==> src/rtl/dcache_wt.sv <==
// dcache_wt: direct-mapped, write-through, no-write-allocate data cache with a single-word memory port
module dcache_wt #(
   parameter int INDEX_BITS = 4
) (
   input  logic        clock,
   input  logic        reset,
   input  logic [31:0] dcache_addr,
   input  logic [31:0] dcache_wdata,
   input  logic        dcache_req,
   input  logic        dcache_wr,
   output logic [31:0] dcache_rdata,
   output logic        dcache_rdy,
   output logic [31:0] mem_addr,
   output logic [31:0] mem_wdata,
   output logic        mem_req,
   output logic        mem_wr,
   input  logic [31:0] mem_rdata,
   input  logic        mem_rdy
);
   localparam int LINES = 1 << INDEX_BITS;
   localparam int TW = 28 - INDEX_BITS;
   typedef enum logic [1:0] {IDLE, REFILL, WRITE, RESP} state_t;
   state_t state, state_n;
   logic [31:0] line_data [LINES][4];
   logic [TW-1:0] line_tag [LINES];
   logic [LINES-1:0] line_valid;
   logic [31:2] req_addr, req_addr_n;
   logic [1:0] cnt, cnt_n;
   logic [31:0] rdata_n, mem_addr_n, mem_wdata_n;
   logic rdy_n, mem_req_n, mem_wr_n;
   logic [INDEX_BITS-1:0] in_idx, r_idx;
   logic [TW-1:0] in_tag, r_tag;
   logic [1:0] in_off, r_off;
   logic hit, wr_hit, fill, fill_last, unused;

   assign in_idx    = dcache_addr[3+INDEX_BITS:4];
   assign in_tag    = dcache_addr[31:4+INDEX_BITS];
   assign in_off    = dcache_addr[3:2];
   assign r_idx     = req_addr[3+INDEX_BITS:4];
   assign r_tag     = req_addr[31:4+INDEX_BITS];
   assign r_off     = req_addr[3:2];
   assign hit       = line_valid[in_idx] && line_tag[in_idx] == in_tag;
   assign wr_hit    = state == IDLE && dcache_req && dcache_wr && hit;
   assign fill      = state == REFILL && mem_req && mem_rdy;
   assign fill_last = fill && cnt == 2'd3;
   assign unused    = ^dcache_addr[1:0];

   // line storage: store hits update in place, refills write one word per memory completion
   always_ff @(posedge clock) begin
      if (wr_hit) line_data[in_idx][in_off] <= dcache_wdata;
      if (fill) line_data[r_idx][cnt] <= mem_rdata;
      if (fill_last) line_tag[r_idx] <= r_tag;
   end

   // valid bits: cleared by reset, set only once a full line has arrived
   always_ff @(posedge clock) begin
      if (!reset) line_valid <= '0;
      else if (fill_last) line_valid[r_idx] <= 1'b1;
   end

   // state and registered outputs
   always_ff @(posedge clock) begin
      if (!reset) begin
         state        <= IDLE;
         cnt          <= 2'd0;
         req_addr     <= '0;
         dcache_rdy   <= 1'b0;
         dcache_rdata <= 32'h0;
         mem_req      <= 1'b0;
         mem_wr       <= 1'b0;
         mem_addr     <= 32'h0;
         mem_wdata    <= 32'h0;
      end else begin
         state        <= state_n;
         cnt          <= cnt_n;
         req_addr     <= req_addr_n;
         dcache_rdy   <= rdy_n;
         dcache_rdata <= rdata_n;
         mem_req      <= mem_req_n;
         mem_wr       <= mem_wr_n;
         mem_addr     <= mem_addr_n;
         mem_wdata    <= mem_wdata_n;
      end
   end

   // next state and next output values; the refill gap cycle is the REFILL cycle with mem_req low
   always_comb begin
      state_n     = state;
      cnt_n       = cnt;
      req_addr_n  = req_addr;
      rdy_n       = 1'b0;
      rdata_n     = dcache_rdata;
      mem_req_n   = mem_req;
      mem_wr_n    = mem_wr;
      mem_addr_n  = mem_addr;
      mem_wdata_n = mem_wdata;
      case (state)
         IDLE: if (dcache_req) begin
            req_addr_n = dcache_addr[31:2];
            if (dcache_wr) begin
               state_n     = WRITE;
               mem_req_n   = 1'b1;
               mem_wr_n    = 1'b1;
               mem_addr_n  = {dcache_addr[31:2], 2'b00};
               mem_wdata_n = dcache_wdata;
            end else if (hit) begin
               state_n = RESP;
               rdy_n   = 1'b1;
               rdata_n = line_data[in_idx][in_off];
            end else begin
               state_n    = REFILL;
               cnt_n      = 2'd0;
               mem_req_n  = 1'b1;
               mem_wr_n   = 1'b0;
               mem_addr_n = {dcache_addr[31:4], 4'b0000};
            end
         end
         REFILL: if (fill) begin
            mem_req_n = 1'b0;
            cnt_n     = cnt + 2'd1;
            if (fill_last) begin
               state_n = RESP;
               rdy_n   = 1'b1;
               rdata_n = r_off == 2'd3 ? mem_rdata : line_data[r_idx][r_off];
            end
         end else if (!mem_req) begin
            mem_req_n  = 1'b1;
            mem_addr_n = {req_addr[31:4], cnt, 2'b00};
         end
         WRITE: if (mem_rdy) begin
            state_n   = RESP;
            mem_req_n = 1'b0;
            mem_wr_n  = 1'b0;
            rdy_n     = 1'b1;
            rdata_n   = 32'h0;
         end
         RESP: state_n = IDLE;
         default: state_n = IDLE;
      endcase
   end
endmodule

==> config.mk <==
export PLATFORM = sky130hd
export DESIGN_NAME = dcache_wt
export DESIGN_NICKNAME = d
export VERILOG_FILES = /design/src/rtl/dcache_wt.sv
export SDC_FILE = /design/constraint.sdc
export NUM_CORES = 2
export LEC_CHECK = 0
export BUFFER_PORTS_ARGS = -buffer_cell sky130_fd_sc_hd__buf_2
export CAP_MARGIN = 10
export CORE_ASPECT_RATIO = 0.6
export CORE_MARGIN = 5
export CORE_UTILIZATION = 35
export CTS_CLUSTER_SIZE = 30
export DETAILED_ROUTE_END_ITERATION = 16
export GPL_TIMING_DRIVEN = 0
export PLACE_DENSITY = 0.49
export SYNTH_ARGS = -nofsm -noshare
export SYNTH_HDL_FRONTEND = slang
export SYNTH_SLANG_ARGS = --single-unit
==> constraint.sdc <==
create_clock -name clock -period 6.9 [get_ports clock]
set_clock_uncertainty 0.1 [all_clocks]
set_input_delay 0.345 -clock clock [delete_from_list [all_inputs] [get_ports clock]]
set_output_delay 0.345 -clock clock [all_outputs]
set_load 0.1 [all_outputs]
==> flow_metrics.tcl <==
set metrics [dict create \
    status "completed" \
    synth_flop_cell "edfxtp_1" \
    hold_viol_final 0 \
    start_util 0.352 \
    finalSetupViolCount 0 \
    synth.top_cells.by_count "edfxtp_1, mux4_2, clkbuf_1" \
    p_leak_nw 40.2 \
    timing.final.crit_share 0.993 \
    rsz0062_at_grt "no" \
    drt_iter0_markers 9494 \
    track_usage 0.253 \
    grt_pass1_vias 61370 \
    crit_buf_inv 9 \
    overflow 0 \
    synth_cell_types 62 \
    gp_congestion 1.01 \
    synth_warnings 0 \
    power_density_mw_per_mm2 311 \
    num_vias 64743 \
    die_w_um 739 \
    crit_top_cell "buf_2" \
    slew_viol_final 0 \
    stdcell_area_mm2 0.131 \
    ys_top_cells_by_area "edfxtp_1, mux4_2, dfxtp_1, mux2i_1, clkbuf_1" \
    cts_resized 0 \
    clk_pin_slew_ps 70 \
    dpl.hpwl_mm 306 \
    cts_tree "done" \
    wirelength_mm 424 \
    die-height_um 447 \
    syn_area_mm2 0.112 \
    antenna_found_initial 68 \
    ant_nets 0 \
    critical-path-top-delay-family "buffers and inverters" \
    hold_path_class "in2reg" \
    cp-end-kind "register" \
    dieArea_mm2 0.330 \
    synthDominantCellAreaShare 0.655 \
    crit_type "in2reg" \
    wl_per_cell_um 40.7 \
    cts_root_buf "clkbuf_16" \
    worst_slew_pin_slew_ps 1400 \
    grt_max_degree 65 \
    cts_max_path_buffers 4 \
    grt_pass1_wl_mm 563 \
    place_ws_ps -995 \
    critPathMaxStageDelay_ps 920 \
    clk_latency_ps 900 \
    seq_area_frac_synth 0.682 \
    synth-edff-count 2432 \
    num-nets-final 6106 \
    syn_to_final_growth_pct 17.5 \
    slew_headroom 0.0661 \
    route.detailed.drc 0 \
    io_buffer_count 189 \
    crit_path_start_kind "primary input" \
    numCtsBuffers 270 \
    crit_chain "buf_2 -> buf_6 -> buf_2 -> buf_2 -> buf_2 -> mux2i_1 -> a22oi_1 -> nand2_1 -> xnor2_1 -> o31ai_1 -> o211ai_1 -> nor3_4 -> a22oi_1 -> buf_4 -> buf_4 -> clkbuf_1 -> nor2_4 -> buf_12" \
    synthArstFlopShare 0 \
    max-cap-violations 0 \
    cp_slowest_cell "nor2_4" \
    row_count 160 \
    fmax_mhz 146 \
    critPathMaxFanout 17 \
    setup_ws_ps 47.2 \
    ioPinCount 200 \
    clkSinkCount 2583 \
    crit_required_ps 7320 \
    drt-vias-per-instance 6.20 \
    ys_ff_latch 2583 \
    drive_above_1_share 0.347 \
    yosysTopAreaCell "edfxtp_1" \
    critPathArrivalTime_ps 7270 \
    placed_cell_area_mm2 0.122 \
    syn_area_per_cell_um2 21.1 \
    ir_drop_v 0.000207 \
    yosysMostFrequentCell "edfxtp_1" \
    syn_inst 5278 \
    drt-pass1-iter-count 6 \
    core_area_mm2 0.317 \
    fin_crit_ps 6850 \
    cts_htree_levels 5 \
]
[cells by family (layout without fill, tap and decap cells)]
kind of cell / count (synthesis) / after routing / share of synthesized area
compound gates: 379 / 379 / 0.0245
xor+xnor: 24 / 24 / 0.00188
fa+ha+maj: 9 / 9 / 0.00101
buf+inv: 413 / 1321 / 0.0147
flops: 2583 / 2583 / 0.682
mux: 1316 / 1316 / 0.254
other cells: 1 / 39 / 0.0000336
simple gates: 553 / 553 / 0.0219
[area by class of cell]
type                    instances  area [um^2]
fillers                     27691       186000
clock inverters               124          956
plain buffers                 396         1610
repair buffers                446         5140
inverters                      16         60.1
diodes                         37         92.6
clock buffers                 339         7260
well taps                    4212         5270
multi-input cells            2283        34700
flip-flops and latches       2583        76100
[sequential cells by signal, summed over array words and instances (netlist names), named ones only]
signal	flops
line_valid	16
dcache_rdata	32
mem_addr	30
state	2
mem_wdata	32
mem_req	1
mem_wr	1
cnt	2
line_tag	384
req_addr	30
dcache_rdy	1
line_data	2048
[what timing repair did]
| action | 4_1_cts | 5_1_grt |
|---|---|---|
| setup buffers | 0 | 9 |
| setup endpoints to repair | 58 | 24 |
| hold buffers | 74 | 0 |
| pin swaps | 0 | 3 |
| hold endpoints to repair | 93 | 0 |
[worst register-to-register path, stage by stage (launching register included)]
cell and delay, ps:
dfxtp_1 450, clkbuf_1 590, clkbuf_1 580, clkbuf_2 760, buf_1 970, mux4_2 660, mux4_2 690, a221oi_1 370
o21ai_0 420, nor3_1 310, nor3_1 80
[cells in the final DEF (no fill, tap or decap), types with 74 or more instances in the layout]
cell	n
dlygate4sd3_1	74
clkbuf_1	305
clkbuf_16	279
nand2_1	216
nor2_4	78
nor3_1	75
edfxtp_1	2432
buf_12	94
a21oi_1	117
mux2i_1	102
buf_2	239
mux4_2	1211
dfxtp_1	151
[through the flow]
step | power, W | hold WS, ps | TNS [ps] | instances | util
after floorplan | 0.0232 | 335 | 0 | 5279 | -
after global placement | 0.0264 | 342 | -5860190 | 9680 | 0.371
after detailed placement | 0.0266 | 348 | -959290 | 9827 | 0.383
after CTS | 0.0408 | 8.86 | 0 | 10363 | 0.412
after global routing | 0.0419 | 44.2 | 0 | 10402 | 0.413
final | 0.0408 | 46.0 | 0 | 10436 | 0.413
[final timing paths]
check,from,endpoint,slack (ps),cells past startpoint
max,dcache_addr[5],line_data[2][73],50,18
min,mem_rdata[22],dcache_rdata[22],50,5
max reg2reg,register,dcache_rdata[30],780,10
min reg2reg,mem_wdata[27],mem_wdata[27],360,2
[routing by layer]
layer | vias to the layer above | share of wire | global-route usage | wire length [um]
li1 | 24330 | - | - | -
met4 | 24 | 0.034 | 0.0791 | 14600
met2 | 4118 | 0.40 | 0.339 | 172000
met3 | 617 | 0.13 | 0.0875 | 54100
met1 | 35654 | 0.43 | 0.382 | 184000
met5 | - | 0.00033 | 0 | 142
[where the power goes]
| part | internal [W] | leakage, nW | total [W] | switching (W) |
|---|---|---|---|---|
| clock | 0.00794 | 4.02 | 0.0142 | 0.00630 |
| sequential | 0.0177 | 23.2 | 0.0181 | 0.000375 |
| combinational | 0.00250 | 13.0 | 0.00849 | 0.00599 |
| total | 0.0282 | 40.2 | 0.0408 | 0.0127 |
(Power assumes the default switching activity.)
